--- src/rtl/multiword_addsub_seq.sv ---
// Wide add/subtract sequenced through one 16-bit carry-select slice,
// one word per clock, least significant word first.
module multiword_addsub_seq #(
    parameter int NWORDS = 4
) (
    input  logic                   clk,
    input  logic                   rst,
    input  logic                   start_valid,
    output logic                   start_ready,
    input  logic                   sub,
    input  logic [16*NWORDS-1:0]   a,
    input  logic [16*NWORDS-1:0]   b,
    output logic                   res_valid,
    input  logic                   res_ready,
    output logic [16*NWORDS-1:0]   sum,
    output logic                   cout,
    output logic                   ovf,
    output logic                   busy
);

    localparam int IW = $clog2(NWORDS);
    localparam logic [IW-1:0] LAST = IW'(NWORDS - 1);

    typedef enum logic [1:0] {
        IDLE,
        RUN,
        DONE
    } state_t;

    state_t                   state;
    logic [IW-1:0]            idx;
    logic                     carry;
    logic                     sub_q;
    logic [NWORDS-1:0][15:0]  a_q;
    logic [NWORDS-1:0][15:0]  b_q;
    logic [NWORDS-1:0][15:0]  sum_q;

    logic [15:0] aw;
    logic [15:0] bw;
    logic [15:0] rw;
    logic        cw;
    logic [8:0]  lo;
    logic [8:0]  hi0;
    logic [8:0]  hi1;
    logic [8:0]  hsel;

    // Carry-select slice: low byte ripples, high byte is precomputed
    // for both carry-in values and picked by the low-byte carry.
    always_comb begin
        aw   = a_q[idx];
        bw   = b_q[idx] ^ {16{sub_q}};
        lo   = {1'b0, aw[7:0]} + {1'b0, bw[7:0]} + {8'd0, carry};
        hi0  = {1'b0, aw[15:8]} + {1'b0, bw[15:8]};
        hi1  = {1'b0, aw[15:8]} + {1'b0, bw[15:8]} + 9'd1;
        hsel = lo[8] ? hi1 : hi0;
        rw   = {hsel[7:0], lo[7:0]};
        cw   = hsel[8];
    end

    always_ff @(posedge clk or posedge rst) begin
        if (rst) begin
            state <= IDLE;
            idx   <= '0;
            carry <= 1'b0;
            sub_q <= 1'b0;
            a_q   <= '0;
            b_q   <= '0;
            sum_q <= '0;
            cout  <= 1'b0;
            ovf   <= 1'b0;
        end else begin
            unique case (state)
                IDLE: begin
                    if (start_valid) begin
                        a_q   <= a;
                        b_q   <= b;
                        sub_q <= sub;
                        idx   <= '0;
                        carry <= sub;
                        state <= RUN;
                    end
                end
                RUN: begin
                    sum_q[idx] <= rw;
                    carry      <= cw;
                    if (idx == LAST) begin
                        cout  <= cw;
                        ovf   <= (aw[15] == bw[15]) && (rw[15] != aw[15]);
                        state <= DONE;
                    end else begin
                        idx <= idx + 1'b1;
                    end
                end
                DONE: begin
                    if (res_ready) begin
                        state <= IDLE;
                    end
                end
                default: state <= IDLE;
            endcase
        end
    end

    assign sum         = sum_q;
    assign start_ready = (state == IDLE);
    assign res_valid   = (state == DONE);
    assign busy        = (state != IDLE);

endmodule

--- config.mk ---
export PLATFORM = sky130hd
export DESIGN_NAME = multiword_addsub_seq
export DESIGN_NICKNAME = d
export VERILOG_FILES = /design/src/rtl/multiword_addsub_seq.sv
export SDC_FILE = /design/constraint.sdc
export NUM_CORES = 1
export LEC_CHECK = 0
export CAP_MARGIN = 30
export CORE_MARGIN = 1
export CORE_UTILIZATION = 43
export DETAILED_ROUTE_END_ITERATION = 8
export GPL_ROUTABILITY_DRIVEN = 0
export GPL_TIMING_DRIVEN = 0
export PLACE_DENSITY = 0.78
export SLEW_MARGIN = 15
export SYNTH_ARGS = -nofsm -noshare
export SYNTH_HDL_FRONTEND = slang
export SYNTH_SLANG_ARGS = --single-unit
--- constraint.sdc ---
create_clock -name clk -period 11.45 [get_ports clk]
set_clock_uncertainty 0.15 [all_clocks]
set_input_delay 3.435 -clock clk [delete_from_list [all_inputs] [get_ports clk]]
set_output_delay 3.435 -clock clk [all_outputs]
set_load 0.05 [all_outputs]
==> summary.txt, run 1 <==
Status
  • Result of the run: finished clean

Die
  • Initial Utilization: 43.93%
  • Area of the core: 21020 um2
  • Cell row count: 53
  • Die extent in y: 148.5 um
  • Horizontal die dimension: 148.5 um
  • Total I/O pin count: 202
  • Area enclosed by the die boundary: 22060 um2

CTS
  • Insertion delay to the later sink of the worst-skew pair: 430 ps
  • H-tree depth: 4
  • Clk pin slew, worst setup/hold paths: 70 ps
  • Total CTS buffers: 17
  • Hold-fix buffers, CTS: 0
  • Postcts setup bufs: 0
  • Maximum clock path buffer count: 2
  • Clk Tree Root Cell: sky130_fd_sc_hd__clkbuf_16
  • Clock net sink count: 200
  • Clock tree from TritonCTS: yes
  • Count of instances resized after the clock tree is built: 0

Routing
  • Antenna Nets Post-Route: 0
  • DR pass1 iterations: 4
  • Met2 wire length: 11490 um
  • Top Layer Used: met4
  • Via density per instance: 5.340
  • Detailed-route wire length on metal 1: 9929 um
  • Total wire length: 23110 um
  • DR iter-0 viols: 298
  • Vias post-DR: 6445
  • DRC Markers: 0
  • Post-DR wirelength/cell: 19.15 um
  • Met3 Wirelength: 1126 um

STA
  • Final count of hold timing violations: 0
  • Post-route clock period utilization: 48.37%
  • Setup repair after global routing missed its margin: no
  • Smallest hold slack: 330.3 ps
  • Number of failing setup endpoints in the final timing report: 0
  • Slew at the pin closest to its max-slew limit: 827.1 ps
  • Post-layout minimum cycle time: 5538 ps
  • Normalized max-slew margin: 44.53%
  • Sum of negative setup slack: 0 ps
  • Final count of pins violating max slew: 0
  • Highest Clock Rate: 180.6 MHz

Synthesis
  • Proportion of synthesized area in mux cells: 24.25%
  • Area fraction in and, or, nand and nor cells after synthesis: 5.867%
  • Count of flip-flops with a built-in enable after synthesis: 0
  • Main combinational cell family by area after synthesis: multiplexers
  • Post-synthesis register bit count: 200
  • XOR/XNOR share of the synthesized area: 3.266%
  • Net count after synthesis: 855
  • Total number of yosys warnings: 0
  • Share of the synthesized area in compound gates (AO/OA/AOI/OAI): 6.856%
  • Combined area of all synthesized cells: 9234 um2
  • Sequential area share after synthesis: 54.20%
  • Avg Synthesized Cell Area: 13.21 um2
  • Synthesized-area fraction occupied by adder cells: 3.360%
  • Async SR Flop Fraction: 100.0%
  • Netlist cell types: 47
  • Most used flip-flop cell after synthesis: sky130_fd_sc_hd__dfrtp_1
  • Post-Syn Instances: 699

Critical path
  • R2R Path Start: idx[1]
  • Worst Path Max Fanout: 4
  • CP Launch Type: flip-flop
  • Depth of the most critical reg-to-reg path: 13
  • Critical path origin: state[0]
  • Critical Path AT: 1950 ps
  • Req. time, crit path: 7870 ps
  • Capturing element type of the critical path: output pin
  • Worst Path Class, Setup: flip-flop to output pin

Final layout
  • Most common cell after layout, fill and taps aside: sky130_fd_sc_hd__clkdlybuf4s50_1
  • Layout filler cell count: 1704
  • Synthesis-to-finish area growth: 32.21%
  • Layout cell share with drive strength beyond 1: 22.96%
  • Commonest non-fill, non-tap cells in the layout: 201 x sky130_fd_sc_hd__clkdlybuf4s50_1, 200 x sky130_fd_sc_hd__dfrtp_1, 134 x sky130_fd_sc_hd__mux2_2
  • Number of antenna cells inserted: 0
  • Count of nets after finishing: 1077

Global routing
  • Global-route wire length before repair: 36740 um
  • Largest net degree at the start of global routing: 102
  • Overflow after GRT: 0
  • Vias in the first global route: 6721
  • Antenna violations before repair: 0
  • Total global-route track usage: 22.33%

Run
  • Number of maximum-capacitance constraint violations: 0

Hold path
  • Worst min-delay path startpoint: sum[24]
  • Cell depth of the worst hold path: 2
  • Worst hold-check path type: flip-flop to flip-flop

Placed design
  • Detailed placer's ending HPWL: 17440 um
  • Count of input and output buffers: 201
==> layout make-up <==
cell class                      instances  area, um2  area share [%]
Sequential cell                       200       5005           41.00
Multi-Input combinational cell        449       4026           32.98
Timing Repair Buffer                  203       2067           16.93
Clock buffer                           23      457.9           3.751
Tap cell                              275      344.1           2.818
Buffer                                 39      161.4           1.322
Clock inverter                          7      97.59          0.7994
Inverter                               11      48.80          0.3997
==> critical path, cell delays in order (launching register included) <==
cell	delay [ps]
sky130_fd_sc_hd__dfrtp_1	400
sky130_fd_sc_hd__nor2_1	260
sky130_fd_sc_hd__clkdlybuf4s50_1	860
==> cells by family after synthesis <==
family | count (synthesis)
adder cells (fa/ha/maj) | 23
AO/OA/AOI/OAI | 106
XOR/XNOR | 32
flip-flops | 200
buffers and inverters | 50
multiplexers | 167
AND/OR/NAND/NOR | 121
==> flip-flops by register name, summed over array words and instances (netlist names) <==
register  cells
idx           2
cout          1
state         2
b_q          64
carry         1
sub_q         1
a_q          64
ovf           1
sum          64
==> synthesized netlist by cell type, types with 10 or more instances <==
library cell                 n  area share (%)
sky130_fd_sc_hd__nor2_1     13            0.53
sky130_fd_sc_hd__ha_1       20             2.7
sky130_fd_sc_hd__mux2_2    134              16
sky130_fd_sc_hd__buf_2      12            0.65
sky130_fd_sc_hd__xor2_1     24             2.3
sky130_fd_sc_hd__dfrtp_1   200              54
sky130_fd_sc_hd__nand2_1    74             3.0
sky130_fd_sc_hd__clkbuf_1   21            0.85
sky130_fd_sc_hd__o21ai_0    69             3.7
sky130_fd_sc_hd__inv_1      11            0.45
sky130_fd_sc_hd__a21oi_1    10            0.54
sky130_fd_sc_hd__mux4_2     32             7.8
==> layer usage <==
layer | vias up | GRT usage (%)
li1 | 2958 | -
met1 | 3246 | 28.73
met2 | 211 | 37.57
met3 | 30 | 4.294
met4 | 0 | 7.990
met5 | - | 0
==> through the flow <==
step	cells	utilization [%]	area [um2]	worst slack (ps)
4_1_cts	1207	58.07	12210	5894
5_1_grt	1207	58.07	12210	5858
3_5_place_dp	1177	55.43	11650	5832
2_1_floorplan	699	-	9234	2411
6_report	1207	58.07	12210	5912
3_3_place_gp	1175	55.13	11590	-80.20
==> worst paths after layout <==
check,to,slack (ps)
setup / recovery,start_ready,5910
min in group asynchronous,a_q[2],3140
hold reg to reg,sum[24],330
hold / removal,sum[24],330
max in group asynchronous,b_q[38],7320
setup reg to reg,sum[10],6330
Power of run 1 is left out: the tool's default activity adds up to more than one toggle a clock period on the data nets, which glitch-free logic cannot reach.
==> inputs of run 2 (changes only) <==
==> constraint.sdc (replaced) <==
create_clock -name clk -period 5.3 [get_ports clk]
set_clock_uncertainty 0.15 [all_clocks]
set_input_delay 1.59 -clock clk [delete_from_list [all_inputs] [get_ports clk]]
set_output_delay 1.59 -clock clk [all_outputs]
set_load 0.05 [all_outputs]
==> summary.txt, run 2 (synthesized netlist as in run 1, its figures left out) <==
CTS
  • Hold-fix buffers, CTS: 0
  • Total CTS buffers: 17
  • Clk pin slew, worst setup/hold paths: 70 ps
  • Maximum clock path buffer count: 2
  • H-tree depth: 4
  • Clock tree from TritonCTS: yes
  • Insertion delay to the later sink of the worst-skew pair: 420 ps
  • Count of instances resized after the clock tree is built: 0
  • Clock net sink count: 200
  • Postcts setup bufs: 0
  • Clk Tree Root Cell: sky130_fd_sc_hd__clkbuf_16

Final layout
  • Count of nets after finishing: 1081
  • Multi-input gate area in the final layout: 4026 um2
  • Layout cell share with drive strength beyond 1: 24.09%
  • Storage element area: 5005 um2
  • Util after Layout: 58.65%
  • Number of antenna cells inserted: 0
  • Commonest non-fill, non-tap cells in the layout: 201 x sky130_fd_sc_hd__clkdlybuf4s50_1, 200 x sky130_fd_sc_hd__dfrtp_1, 134 x sky130_fd_sc_hd__mux2_2
  • Layout filler cell count: 1656
  • Filler-free cell count of the finished design: 1213
  • Most common cell after layout, fill and taps aside: sky130_fd_sc_hd__clkdlybuf4s50_1
  • Synthesis-to-finish area growth: 33.52%

Status
  • Result of the run: finished clean

STA
  • Slew at the pin closest to its max-slew limit: 782.3 ps
  • Highest Clock Rate: 209.2 MHz
  • Post-layout minimum cycle time: 4780 ps
  • Post-route clock period utilization: 90.20%
  • Sum of negative setup slack: 0 ps
  • Number of failing setup endpoints in the final timing report: 0
  • Final count of hold timing violations: 0
  • Setup repair after global routing missed its margin: no
  • Normalized max-slew margin: 47.53%
  • Worst path setup slack after routing: 519.6 ps
  • Final count of pins violating max slew: 0

Routing
  • Total wire length: 23190 um
  • Vias post-DR: 6385
  • Antenna Nets Post-Route: 0
  • Met2 wire length: 11820 um
  • DR pass1 iterations: 5
  • Via density per instance: 5.264
  • Post-DR wirelength/cell: 19.11 um
  • Met3 Wirelength: 953 um
  • Detailed-route wire length on metal 1: 10050 um
  • DRC Markers: 0
  • Top Layer Used: met4
  • DR iter-0 viols: 270

Die
  • Initial Utilization: 43.93%
  • Cell row count: 53
  • Horizontal die dimension: 148.5 um
  • Die extent in y: 148.5 um
  • Total I/O pin count: 202
  • Area enclosed by the die boundary: 22060 um2
  • Area of the core: 21020 um2

Global routing
  • Total global-route track usage: 22.29%
  • Overflow after GRT: 0
  • Antenna violations before repair: 0
  • Vias in the first global route: 6738
  • Largest net degree at the start of global routing: 38
  • Global-route wire length before repair: 36980 um

Critical path
  • Critical path origin: idx[1]
  • Peak per-stage delay on the critical path: 570 ps
  • Critical Path AT: 4910 ps
  • Req. time, crit path: 5430 ps
  • Crit path max-delay cell type: sky130_fd_sc_hd__o31ai_1
  • Worst Path Class, Setup: flip-flop to flip-flop
  • Capturing element type of the critical path: flip-flop
  • CP Launch Type: flip-flop
  • Cells along the critical path: clkbuf_1, clkbuf_2, clkbuf_1, mux4_2, fa_1, inv_1, fa_1, nor2b_1, o31ai_1, a21oi_1, nand2_1, xor2_1, o21ai_0
  • Worst Path Max Fanout: 10
  • R2R Path Start: idx[1]

Placed design
  • Detailed placer's ending HPWL: 17960 um
  • Worst slack at placement: 245.0 ps
  • Count of input and output buffers: 201
  • Placed Cells incl. Taps: 1181

Hold path
  • Worst hold-check path type: flip-flop to flip-flop
  • Worst min-delay path startpoint: sum[20]

Run
  • Number of maximum-capacitance constraint violations: 0
run 2: area by class of cell:
class,instances,area share (%)
flip-flops and latches,200,40.59
inverters,11,0.3653
multi-input cells,449,32.66
clock buffers,22,4.009
repair buffers,207,17.41
plain buffers,39,1.319
well taps,275,2.791
clock inverters,10,0.8524
run 2: worst max-delay path, delay by kind of cell (launching register included):
family / cells / cell delay [ps]
buffers and inverters: 4 / 1340
XOR/XNOR: 1 / 400
multiplexers: 1 / 460
AND/OR/NAND/NOR: 2 / 220
AO/OA/AOI/OAI: 3 / 1050
adder cells (fa/ha/maj): 2 / 630
flip-flops: 1 / 380
run 2: metrics by stage:
step                      hold slack, ps  area, um2
after floorplan                    325.2       9238
after global placement             312.1      11590
after detailed placement           321.1      11730
after CTS                          336.0      12330
after global routing               362.9      12330
final                              331.7      12330
run 2: final timing paths:
| path | to | slack (ps) | cells past startpoint |
|---|---|---|---|
| setup / recovery | sum[26] | 520 | 13 |
| hold / removal | sum[20] | 330 | 2 |
| setup reg to reg | sum[26] | 520 | 13 |
| hold reg to reg | sum[20] | 330 | 2 |
| max in group asynchronous | b_q[54] | 2580 | 5 |
| min in group asynchronous | sum[55] | 1420 | 2 |
run 2: layer usage:
metal | GRT usage [%] | up-vias
li1 | - | 2959
met3 | 3.926 | 21
met2 | 38.32 | 192
met5 | 0 | -
met1 | 29.27 | 3213
met4 | 5.361 | 0
Power of run 2 is left out for the same reason.
